**src/rtl/data_sram_bridge_pkg.sv**
```systemverilog
// Shared definitions for the data-side SRAM bridge.
//   - state_t   : bridge FSM states (2-bit encoding)
//   - SZ_*      : core/bus access size codes
//   - KSEG_MASK : mask that folds kseg0/kseg1 onto physical memory
package data_bridge_pkg;

  typedef enum logic [1:0] {
    S_IDLE = 2'd0,
    S_ADDR = 2'd1,
    S_DATA = 2'd2,
    S_DONE = 2'd3
  } state_t;

  localparam logic [1:0] SZ_BYTE = 2'd0;
  localparam logic [1:0] SZ_HALF = 2'd1;
  localparam logic [1:0] SZ_WORD = 2'd2;

  // kseg0 (0x8000_0000) and kseg1 (0xA000_0000) both alias physical 0.
  localparam logic [31:0] KSEG_MASK = 32'h1FFF_FFFF;

endpackage

```
**src/rtl/data_sram_bridge_if.sv**
```systemverilog
// SRAM-like split-handshake data bus (req/addr_ok, then data_ok).
//   master : request side (the bridge) drives req/wr/size/addr/wdata
//   slave  : memory side drives addr_ok/rdata/data_ok
interface data_sram_bridge_if;
  logic        data_req;
  logic        data_wr;
  logic [1:0]  data_size;
  logic [31:0] data_addr;
  logic [31:0] data_wdata;
  logic        data_addr_ok;
  logic [31:0] data_rdata;
  logic        data_data_ok;

  modport master (
    output data_req, data_wr, data_size, data_addr, data_wdata,
    input  data_addr_ok, data_rdata, data_data_ok
  );

  modport slave (
    input  data_req, data_wr, data_size, data_addr, data_wdata,
    output data_addr_ok, data_rdata, data_data_ok
  );
endinterface

```
**src/rtl/data_sram_bridge_kseg.sv**
```systemverilog
// Virtual-to-physical address map for kseg0/kseg1 (purely combinational).
//   i_vaddr : 32-bit virtual byte address
//   o_paddr : 32-bit physical byte address
// When KSEG_MAP=1 and the address lies in 0x8000_0000-0xBFFF_FFFF the top
// three bits are cleared; every other address passes through unchanged.
// Shared with the instruction-side bridge.
module kseg_addr_map
  import data_bridge_pkg::*;
#(
  parameter bit KSEG_MAP = 1'b1
) (
  input  logic [31:0] i_vaddr,
  output logic [31:0] o_paddr
);

  logic w_map;

  assign w_map = KSEG_MAP && (i_vaddr[31:30] == 2'b10);

  // Bits set in KSEG_MASK always survive; the others survive only when
  // the address is not being mapped.
  genvar gi;
  generate
    for (gi = 0; gi < 32; gi++) begin : g_bit
      assign o_paddr[gi] = i_vaddr[gi] & (KSEG_MASK[gi] | ~w_map);
    end
  endgenerate

endmodule

```
**src/rtl/data_sram_bridge.sv**
```systemverilog
// Memory-stage data port to SRAM-like bus bridge.
// Latches one M-stage load/store, issues a single bus transaction (or flags
// a misaligned access without touching the bus), stalls the pipeline until
// it completes, then holds the result until the pipeline advances.
// Ports:
//   clk, rst        : clock (rising edge), asynchronous active-low reset
//   cpu_en/cpu_wen  : M-stage memory access / store
//   cpu_size        : 0 byte, 1 half, 2 word (3 treated as word)
//   cpu_addr        : virtual byte address
//   cpu_wdata       : lane-aligned store data
//   pipe_stall      : stall from every other source in the pipeline
//   cpu_rdata       : load data, held until the pipeline advances
//   cpu_stall       : stall request from this block (combinational)
//   cpu_addr_err    : misaligned access, valid in DONE
//   bus             : master side of the data bus
module data_sram_bridge
  import data_bridge_pkg::*;
#(
  parameter bit          KSEG_MAP     = 1'b1,
  parameter logic [31:0] RDATA_ON_ERR = 32'h0
) (
  input  logic                      clk,
  input  logic                      rst,
  input  logic                      cpu_en,
  input  logic                      cpu_wen,
  input  logic [1:0]                cpu_size,
  input  logic [31:0]               cpu_addr,
  input  logic [31:0]               cpu_wdata,
  input  logic                      pipe_stall,
  output logic [31:0]               cpu_rdata,
  output logic                      cpu_stall,
  output logic                      cpu_addr_err,
  data_sram_bridge_if.master        bus
);

  state_t      r_state;
  state_t      w_state_next;

  logic        r_req;
  logic        r_wen;
  logic [1:0]  r_size;
  logic [31:0] r_addr;
  logic [31:0] r_wdata;
  logic [31:0] r_rdata;
  logic        r_addr_err;

  logic [31:0] w_paddr;
  logic [1:0]  w_size_norm;
  logic        w_misaligned;

  kseg_addr_map #(
    .KSEG_MAP (KSEG_MAP)
  ) u_kseg (
    .i_vaddr (cpu_addr),
    .o_paddr (w_paddr)
  );

  // Size code 3 is folded onto word so the bus only ever sees 0/1/2.
  assign w_size_norm = (cpu_size == SZ_BYTE || cpu_size == SZ_HALF) ? cpu_size : SZ_WORD;

  always_comb begin
    w_misaligned = 1'b0;
    case (w_size_norm)
      SZ_HALF: w_misaligned = cpu_addr[0];
      SZ_WORD: w_misaligned = |cpu_addr[1:0];
      default: w_misaligned = 1'b0;
    endcase
  end

  // ---------------------------------------------------------------- FSM
  always_ff @(posedge clk or negedge rst) begin
    if (!rst) begin
      r_state <= S_IDLE;
    end else begin
      r_state <= w_state_next;
    end
  end

  always_comb begin
    w_state_next = r_state;
    case (r_state)
      S_IDLE: begin
        if (cpu_en) begin
          w_state_next = w_misaligned ? S_DONE : S_ADDR;
        end
      end
      S_ADDR: begin
        if (bus.data_addr_ok) begin
          w_state_next = S_DATA;
        end
      end
      S_DATA: begin
        // A flush (cpu_en dropping) does not abort: the bus transaction
        // is already accepted and must be drained.
        if (bus.data_data_ok) begin
          w_state_next = S_DONE;
        end
      end
      S_DONE: begin
        // cpu_en may still be high for the same instruction while the rest
        // of the pipeline is stalled; only leaving DONE re-arms the bridge.
        if (!pipe_stall) begin
          w_state_next = S_IDLE;
        end
      end
      default: w_state_next = S_IDLE;
    endcase
  end

  // ------------------------------------------------------ request / result
  always_ff @(posedge clk or negedge rst) begin
    if (!rst) begin
      r_req      <= 1'b0;
      r_wen      <= 1'b0;
      r_size     <= 2'd0;
      r_addr     <= 32'h0;
      r_wdata    <= 32'h0;
      r_rdata    <= 32'h0;
      r_addr_err <= 1'b0;
    end else begin
      case (r_state)
        S_IDLE: begin
          if (cpu_en) begin
            r_wen   <= cpu_wen;
            r_size  <= w_size_norm;
            r_addr  <= w_paddr;
            r_wdata <= cpu_wdata;
            if (w_misaligned) begin
              r_addr_err <= 1'b1;
              r_rdata    <= RDATA_ON_ERR;
            end else begin
              r_req <= 1'b1;
            end
          end
        end
        S_ADDR: begin
          // Dropping req on acceptance means a lingering addr_ok in DATA
          // can never be taken as a second request.
          if (bus.data_addr_ok) begin
            r_req <= 1'b0;
          end
        end
        S_DATA: begin
          if (bus.data_data_ok && !r_wen) begin
            r_rdata <= bus.data_rdata;
          end
        end
        S_DONE: begin
          if (!pipe_stall) begin
            r_addr_err <= 1'b0;
          end
        end
        default: ;
      endcase
    end
  end

  assign bus.data_req   = r_req;
  assign bus.data_wr    = r_wen;
  assign bus.data_size  = r_size;
  assign bus.data_addr  = r_addr;
  assign bus.data_wdata = r_wdata;

  assign cpu_rdata    = r_rdata;
  assign cpu_addr_err = r_addr_err;
  assign cpu_stall    = cpu_en & (r_state != S_DONE);

endmodule

```
**src/flat_wrapper.sv**
```systemverilog
// flat-port wrapper written by rule: the top's interface ports become plain ports
module data_sram_bridge_flat import data_bridge_pkg::*;
#(
  parameter bit          KSEG_MAP     = 1'b1,
  parameter logic [31:0] RDATA_ON_ERR = 32'h0
)
  (clk, rst, cpu_en, cpu_wen, cpu_size, cpu_addr, cpu_wdata, pipe_stall, cpu_rdata, cpu_stall, cpu_addr_err, bus_data_req, bus_data_wr, bus_data_size, bus_data_addr, bus_data_wdata, bus_data_addr_ok, bus_data_rdata, bus_data_data_ok);
  data_sram_bridge_if bus_i ();
  input  logic clk;
  input  logic rst;
  input  logic cpu_en;
  input  logic cpu_wen;
  input  logic [1:0] cpu_size;
  input  logic [31:0] cpu_addr;
  input  logic [31:0] cpu_wdata;
  input  logic pipe_stall;
  output logic [31:0] cpu_rdata;
  output logic cpu_stall;
  output logic cpu_addr_err;
  output wire logic [$bits(bus_i.data_req)-1:0] bus_data_req;
  output wire logic [$bits(bus_i.data_wr)-1:0] bus_data_wr;
  output wire logic [$bits(bus_i.data_size)-1:0] bus_data_size;
  output wire logic [$bits(bus_i.data_addr)-1:0] bus_data_addr;
  output wire logic [$bits(bus_i.data_wdata)-1:0] bus_data_wdata;
  input wire logic [$bits(bus_i.data_addr_ok)-1:0] bus_data_addr_ok;
  input wire logic [$bits(bus_i.data_rdata)-1:0] bus_data_rdata;
  input wire logic [$bits(bus_i.data_data_ok)-1:0] bus_data_data_ok;
  assign bus_data_req = bus_i.data_req;
  assign bus_data_wr = bus_i.data_wr;
  assign bus_data_size = bus_i.data_size;
  assign bus_data_addr = bus_i.data_addr;
  assign bus_data_wdata = bus_i.data_wdata;
  assign bus_i.data_addr_ok = bus_data_addr_ok;
  assign bus_i.data_rdata = bus_data_rdata;
  assign bus_i.data_data_ok = bus_data_data_ok;
  data_sram_bridge #(.KSEG_MAP(KSEG_MAP), .RDATA_ON_ERR(RDATA_ON_ERR)) u_core (.clk(clk), .rst(rst), .cpu_en(cpu_en), .cpu_wen(cpu_wen), .cpu_size(cpu_size), .cpu_addr(cpu_addr), .cpu_wdata(cpu_wdata), .pipe_stall(pipe_stall), .cpu_rdata(cpu_rdata), .cpu_stall(cpu_stall), .cpu_addr_err(cpu_addr_err), .bus(bus_i));
endmodule
```
**config.mk**
```make
export PLATFORM = sky130hd
export DESIGN_NAME = data_sram_bridge_flat
export DESIGN_NICKNAME = d
export VERILOG_FILES = /design/src/rtl/data_sram_bridge_pkg.sv /design/src/rtl/data_sram_bridge_if.sv /design/src/rtl/data_sram_bridge_kseg.sv /design/src/rtl/data_sram_bridge.sv /design/src/flat_wrapper.sv
export SDC_FILE = /design/constraint.sdc
export NUM_CORES = 1
export LEC_CHECK = 0
export BUFFER_PORTS_ARGS = -buffer_cell sky130_fd_sc_hd__buf_2
export CORE_MARGIN = 3
export CORE_UTILIZATION = 51
export CTS_BUF_LIST = sky130_fd_sc_hd__clkbuf_8
export DETAILED_ROUTE_END_ITERATION = 12
export PLACE_DENSITY = 0.87
export SLEW_MARGIN = 20
export SYNTH_ARGS = -nofsm -noshare
export SYNTH_HDL_FRONTEND = slang
export SYNTH_SLANG_ARGS = --single-unit
```
**constraint.sdc**
```tcl
create_clock -name clk -period 4.2 [get_ports clk]
set_clock_uncertainty 0.15 [all_clocks]
set_input_delay 0.21 -clock clk [delete_from_list [all_inputs] [get_ports clk]]
set_output_delay 0.21 -clock clk [all_outputs]
set_load 0.02 [all_outputs]
```
* Word-level counts from Yosys, hierarchy flattened
Cells that the tools add are included. W data, S select, Z words.
Storage, ports and cells: logic and storage cells 62, input port bits 105, flip-flop bits (word level) 103
Operators by class: equality and inequality tests 15, bitwise logic cells 5, reduce and logical (&&, ||, !) cells 14, mux-type cells 20
Operators by type and width (number):
- $mux W32 | 3
- $pmux W32 S2 | 1
- $reduce_and A4 Y1 | 4
- $mux W2 | 6
- $ne A2 B2 Y1 const B | 6
- $eq A2 B2 Y1 const B | 4
- $pmux W2 S4 | 1
- $eq A2 B1 Y1 const B | 3
- $mux W1 | 6
- $pmux W1 S2 | 3
- $reduce_bool A2 Y1 | 3
- $and A1 B1 Y1 | 4
- $logic_not A2 Y1 | 2
- $ne A2 B1 Y1 const B | 2
- $reduce_and A2 Y1 | 1
- $reduce_or A2 Y1 | 1
- $logic_and A1 B1 Y1 | 1
- $logic_not A1 Y1 | 1
- $logic_or A1 B1 Y1 | 1
- $not A1 Y1 | 1

* Logic depth before layout (Yosys ltp)
depth after elaboration 8, depth in mapped cells 7, gate-level depth less buffers 6

* By module
A second synthesis with hierarchy kept.
Second synthesis, totals: cells, all modules 290, area, all modules 4220.3 µm²
Modules (own cells, without submodules):
- data_sram_bridge | times used 1, cells each 257, area an instance 3976.3 µm²
- kseg_addr_map | times used 1, cells each 33, area an instance 244.0 µm²

* Worst setup path after synthesis
OpenSTA, ideal clock, no wires.
kind reg2reg, from reg u_core.r_state[0], to reg u_core.r_rdata[0], in the netlist u_core.cpu_rdata[0], period minus slack after synthesis 1814 ps, path slack 2386 ps, stages on the path, launching flop included 8, arrival time 1585 ps, path buffers 2, path through dfrtp_1 inv_1 ha_1 buf_2 or2_2 o2111ai_4 buf_8 mux2i_1
On the way: word-level cells in the longest chain between the ends 3, elaborated cells on any way between the ends 8, those cells by class eq/ne: 4; mux: 1; reduce/logical: 3
RTL lines:
- from (decl) | RTL line data_sram_bridge.sv:36 | state_t r_state;
- from (signal assigned) | RTL line data_sram_bridge.sv:75 | r_state <= w_state_next;
- $eq A2 B2 Y1 / $logic_not A2 Y1 (equally long branches) | RTL line data_sram_bridge.sv:121 | case (r_state)
- $ne A2 B1 Y1 (no source line), or another cell as far along
- $reduce_and A4 Y1 (no source line)
- to (signal assigned) | RTL line data_sram_bridge.sv:145 | r_rdata <= bus.data_rdata;
- to (decl) | RTL line data_sram_bridge.sv:44 | logic [31:0] r_rdata;
Parallel ways exist; a longest one is shown, timed or not. A chain may end at the register's enable or synchronous reset.

* Worst setup path in the final report
from reg u_core.r_state[1], to reg u_core.r_rdata[6], in the netlist u_core.cpu_rdata[6]
The elaborated chain is that of the path after synthesis.

==> results_dict.tcl <==
set metrics [dict create \
    final_antenna_net_count 0 \
    avgViaCountPerCell 4.99 \
    ir_drop_mv 0.489 \
    synth_area_um2 4260 \
    htreeDepth 3 \
    cp_max_fo 23 \
    num_vias 3669 \
    cp-end-kind "flop" \
    slowest_delay_ps 800 \
    core_area_um2 7930 \
    worst_path_max_delay_cell "o2111ai_4" \
    yosys-top-cells-area "dfrtp_1 (61%), mux2_2 (17%), mux2i_1 (8.0%), inv_1 (3.3%), nand2_1 (3.3%)" \
    n_fill_cell 417 \
    fin_tns_setup_ps 0 \
    cts_tree "done" \
    crit_chain "inv_1 > ha_1 > inv_1 > o2111ai_4 > buf_4 > mux2i_1" \
    rrSetupSlack_ps 1570 \
    rsz0062_at_grt "false" \
    cpMostUsedCell "inv_1" \
    synth_cell_type_count 25 \
    netlist_top_cells_count "dfrtp_1 (103), mux2_2 (64), inv_1 (38), nand2_1 (38), mux2i_1 (34)" \
    synth_top_area_share 0.605 \
    async_flop_share 1.00 \
    finalCoreUtilization 0.827 \
    first_global_vias 4175 \
    cap_violations 0 \
    power_density_nw_per_um2 683 \
    reg2reg_depth 6 \
    nets 737 \
    drt_iter0_drc 91 \
    start_util 0.537 \
    ys_ff_latch 103 \
    crit_family "compound AO/OA/AOI/OAI gates" \
    clock_latency_ps 350 \
    clk_path_buf_depth 2 \
    drive_above_1_share 0.466 \
    worst_pin_slew_ps 951 \
    drt-pass1-iter-count 5 \
    overflow 0 \
    cp.arrival_ps 2750 \
    cts.reportedPaths.clkPinSlew_ps 100 \
    cts_buffers 9 \
    wl_um 12800 \
    timing.rr.end "u_core.cpu_rdata[6]" \
    fp-row-count 32 \
    crit_start "u_core.r_state[1]" \
    slew_violations 0 \
    netlist_instances 319 \
    dp_slack_ps 1460 \
    yosys_most_used_dff "dfrtp_1" \
    cts.sinks 103 \
    post-route-period-util 0.626 \
    design.die.area_um2 9480 \
    avgSynthCellArea_um2 13.3 \
    drcViolationCount 0 \
    synth_nets 428 \
    r2r-start "u_core.r_state[1]" \
    grt_pass1_wl_um 20800 \
    post_cts_buffers 0 \
    cp_num_cells 6 \
    synth_edf_count 0 \
    worst_slack_ps 1570 \
    yosysWarnings 0 \
    p_leak_uw 0.00343 \
    gp_congestion 0.816 \
    crit_required_ps 4320 \
    area.growth.synth_to_final_pct 54.0 \
    grt_antenna_before_repair 0 \
    finalHoldViolCount 0 \
    grt_use_total 0.276 \
    post_cts_resized 0 \
    grt_max_degree 61 \
    max_freq_ghz 0.380 \
    cts_root_buf "clkbuf_8" \
    total_power_uw 4480 \
    synth_top_cell_by_area "dfrtp_1" \
    portBuffers 206 \
    hold_ws_ps 19.6 \
    setup_viol_count_final 0 \
    crit_type "flop to flop" \
    place_hpwl_um 7500 \
    path_buf_inv 3 \
    finalCriticalPeriod_ps 2630 \
    relSlewSlack 0.366 \
    worstHoldPathType "primary input to flop" \
    die_w_um 97.4 \
    synth_most_common_cell "dfrtp_1" \
    die_h_um 97.4 \
    cp-endpoint "u_core.cpu_rdata[6]" \
    outcome "finished, final reports clean" \
    cp-start-kind "flop" \
    wl_per_cell_um 17.4 \
    synth-seq-area-share 0.605 \
    diodes 0 \
    io_pins 207 \
]
## area by class of cell
| type | count | area (um2) | area share |
|---|---|---|---|
| clock buffer | 9 | 124 | 0.0189 |
| inverter | 38 | 143 | 0.0218 |
| tap | 102 | 128 | 0.0195 |
| timing repair buffer | 313 | 2090 | 0.319 |
| sequential | 103 | 2580 | 0.393 |
| clock inverter | 7 | 50.0 | 0.00763 |
| multi-input combinational | 163 | 1440 | 0.220 |
## layer usage
metal	part of all wire	track usage	vias to the layer above
met1	0.37	0.310	1789
met5	0	0	-
met3	0.079	0.0854	36
li1	-	-	1670
met4	0.033	0.122	0
met2	0.52	0.482	174
## sequential cells by signal, indices dropped and copies added (netlist names)
| signal | cells |
|---|---|
| u_core.bus.data_wr | 1 |
| u_core.bus.data_addr | 32 |
| u_core.bus.data_wdata | 32 |
| u_core.cpu_rdata | 32 |
| u_core.cpu_addr_err | 1 |
| u_core.bus.data_size | 2 |
| u_core.bus.data_req | 1 |
| u_core.r_state | 2 |
## cells by family (layout without fill, tap and decap cells)
logic type                 count (synthesis)  count (layout)  synth area share
muxes                                     99              99             0.253
AOI/OAI and AO/OA                         16              16            0.0294
adders and majority gates                  4               4            0.0118
DFF                                      103             103             0.605
and+or+nand+nor                           44              44            0.0435
buffers and inverters                     53             367            0.0573
## worst min-delay path, cell delays in order
cell      delay (ps)
buf_2            100
o221ai_1         100
o21ai_0           80
## metrics by stage
step,cell area (um2),cells
floorplan,4260,319
global placement,5360,617
detailed placement,5360,617
CTS,6550,735
global route,6560,735
finish,6560,735
## placed cells by master (no fill, tap or decap), types with 2 or more instances in the layout
| master | netlist | layout |
|---|---|---|
| buf_4 | 0 | 6 |
| ha_1 | 4 | 4 |
| mux2_2 | 64 | 64 |
| inv_6 | 0 | 2 |
| mux2i_1 | 34 | 34 |
| dlygate4sd3_1 | 0 | 102 |
| buf_2 | 9 | 205 |
| dfrtp_1 | 103 | 103 |
| nand2_1 | 38 | 37 |
| clkinv_4 | 0 | 2 |
| nand2b_1 | 2 | 2 |
| inv_1 | 38 | 40 |
| o21ai_0 | 7 | 7 |
| clkbuf_8 | 0 | 9 |
## report_power, final
part	switching, uW	internal (uW)
Combinational	1290	967
Clock	343	218
Sequential	242	1420
Total	1880	2600
## worst min path at each step
stage,from,cells after the start,slack (ps),end
2_1_floorplan,rst,0,-240,u_core.bus.data_addr[0]
3_3_place_gp,rst,1,150,u_core.bus.data_wdata[0]
3_5_place_dp,rst,1,160,u_core.bus.data_addr[3]
4_1_cts,pipe_stall,3,8,u_core.cpu_addr_err
5_1_grt,pipe_stall,3,20,u_core.cpu_addr_err
6_report,pipe_stall,3,20,u_core.cpu_addr_err
## what timing repair did
item / CTS / global route
setup endpoints to repair: 0 / 0
hold buffers: 102 / 0
hold endpoints to repair: 158 / 0
(Power assumes the default switching activity.)
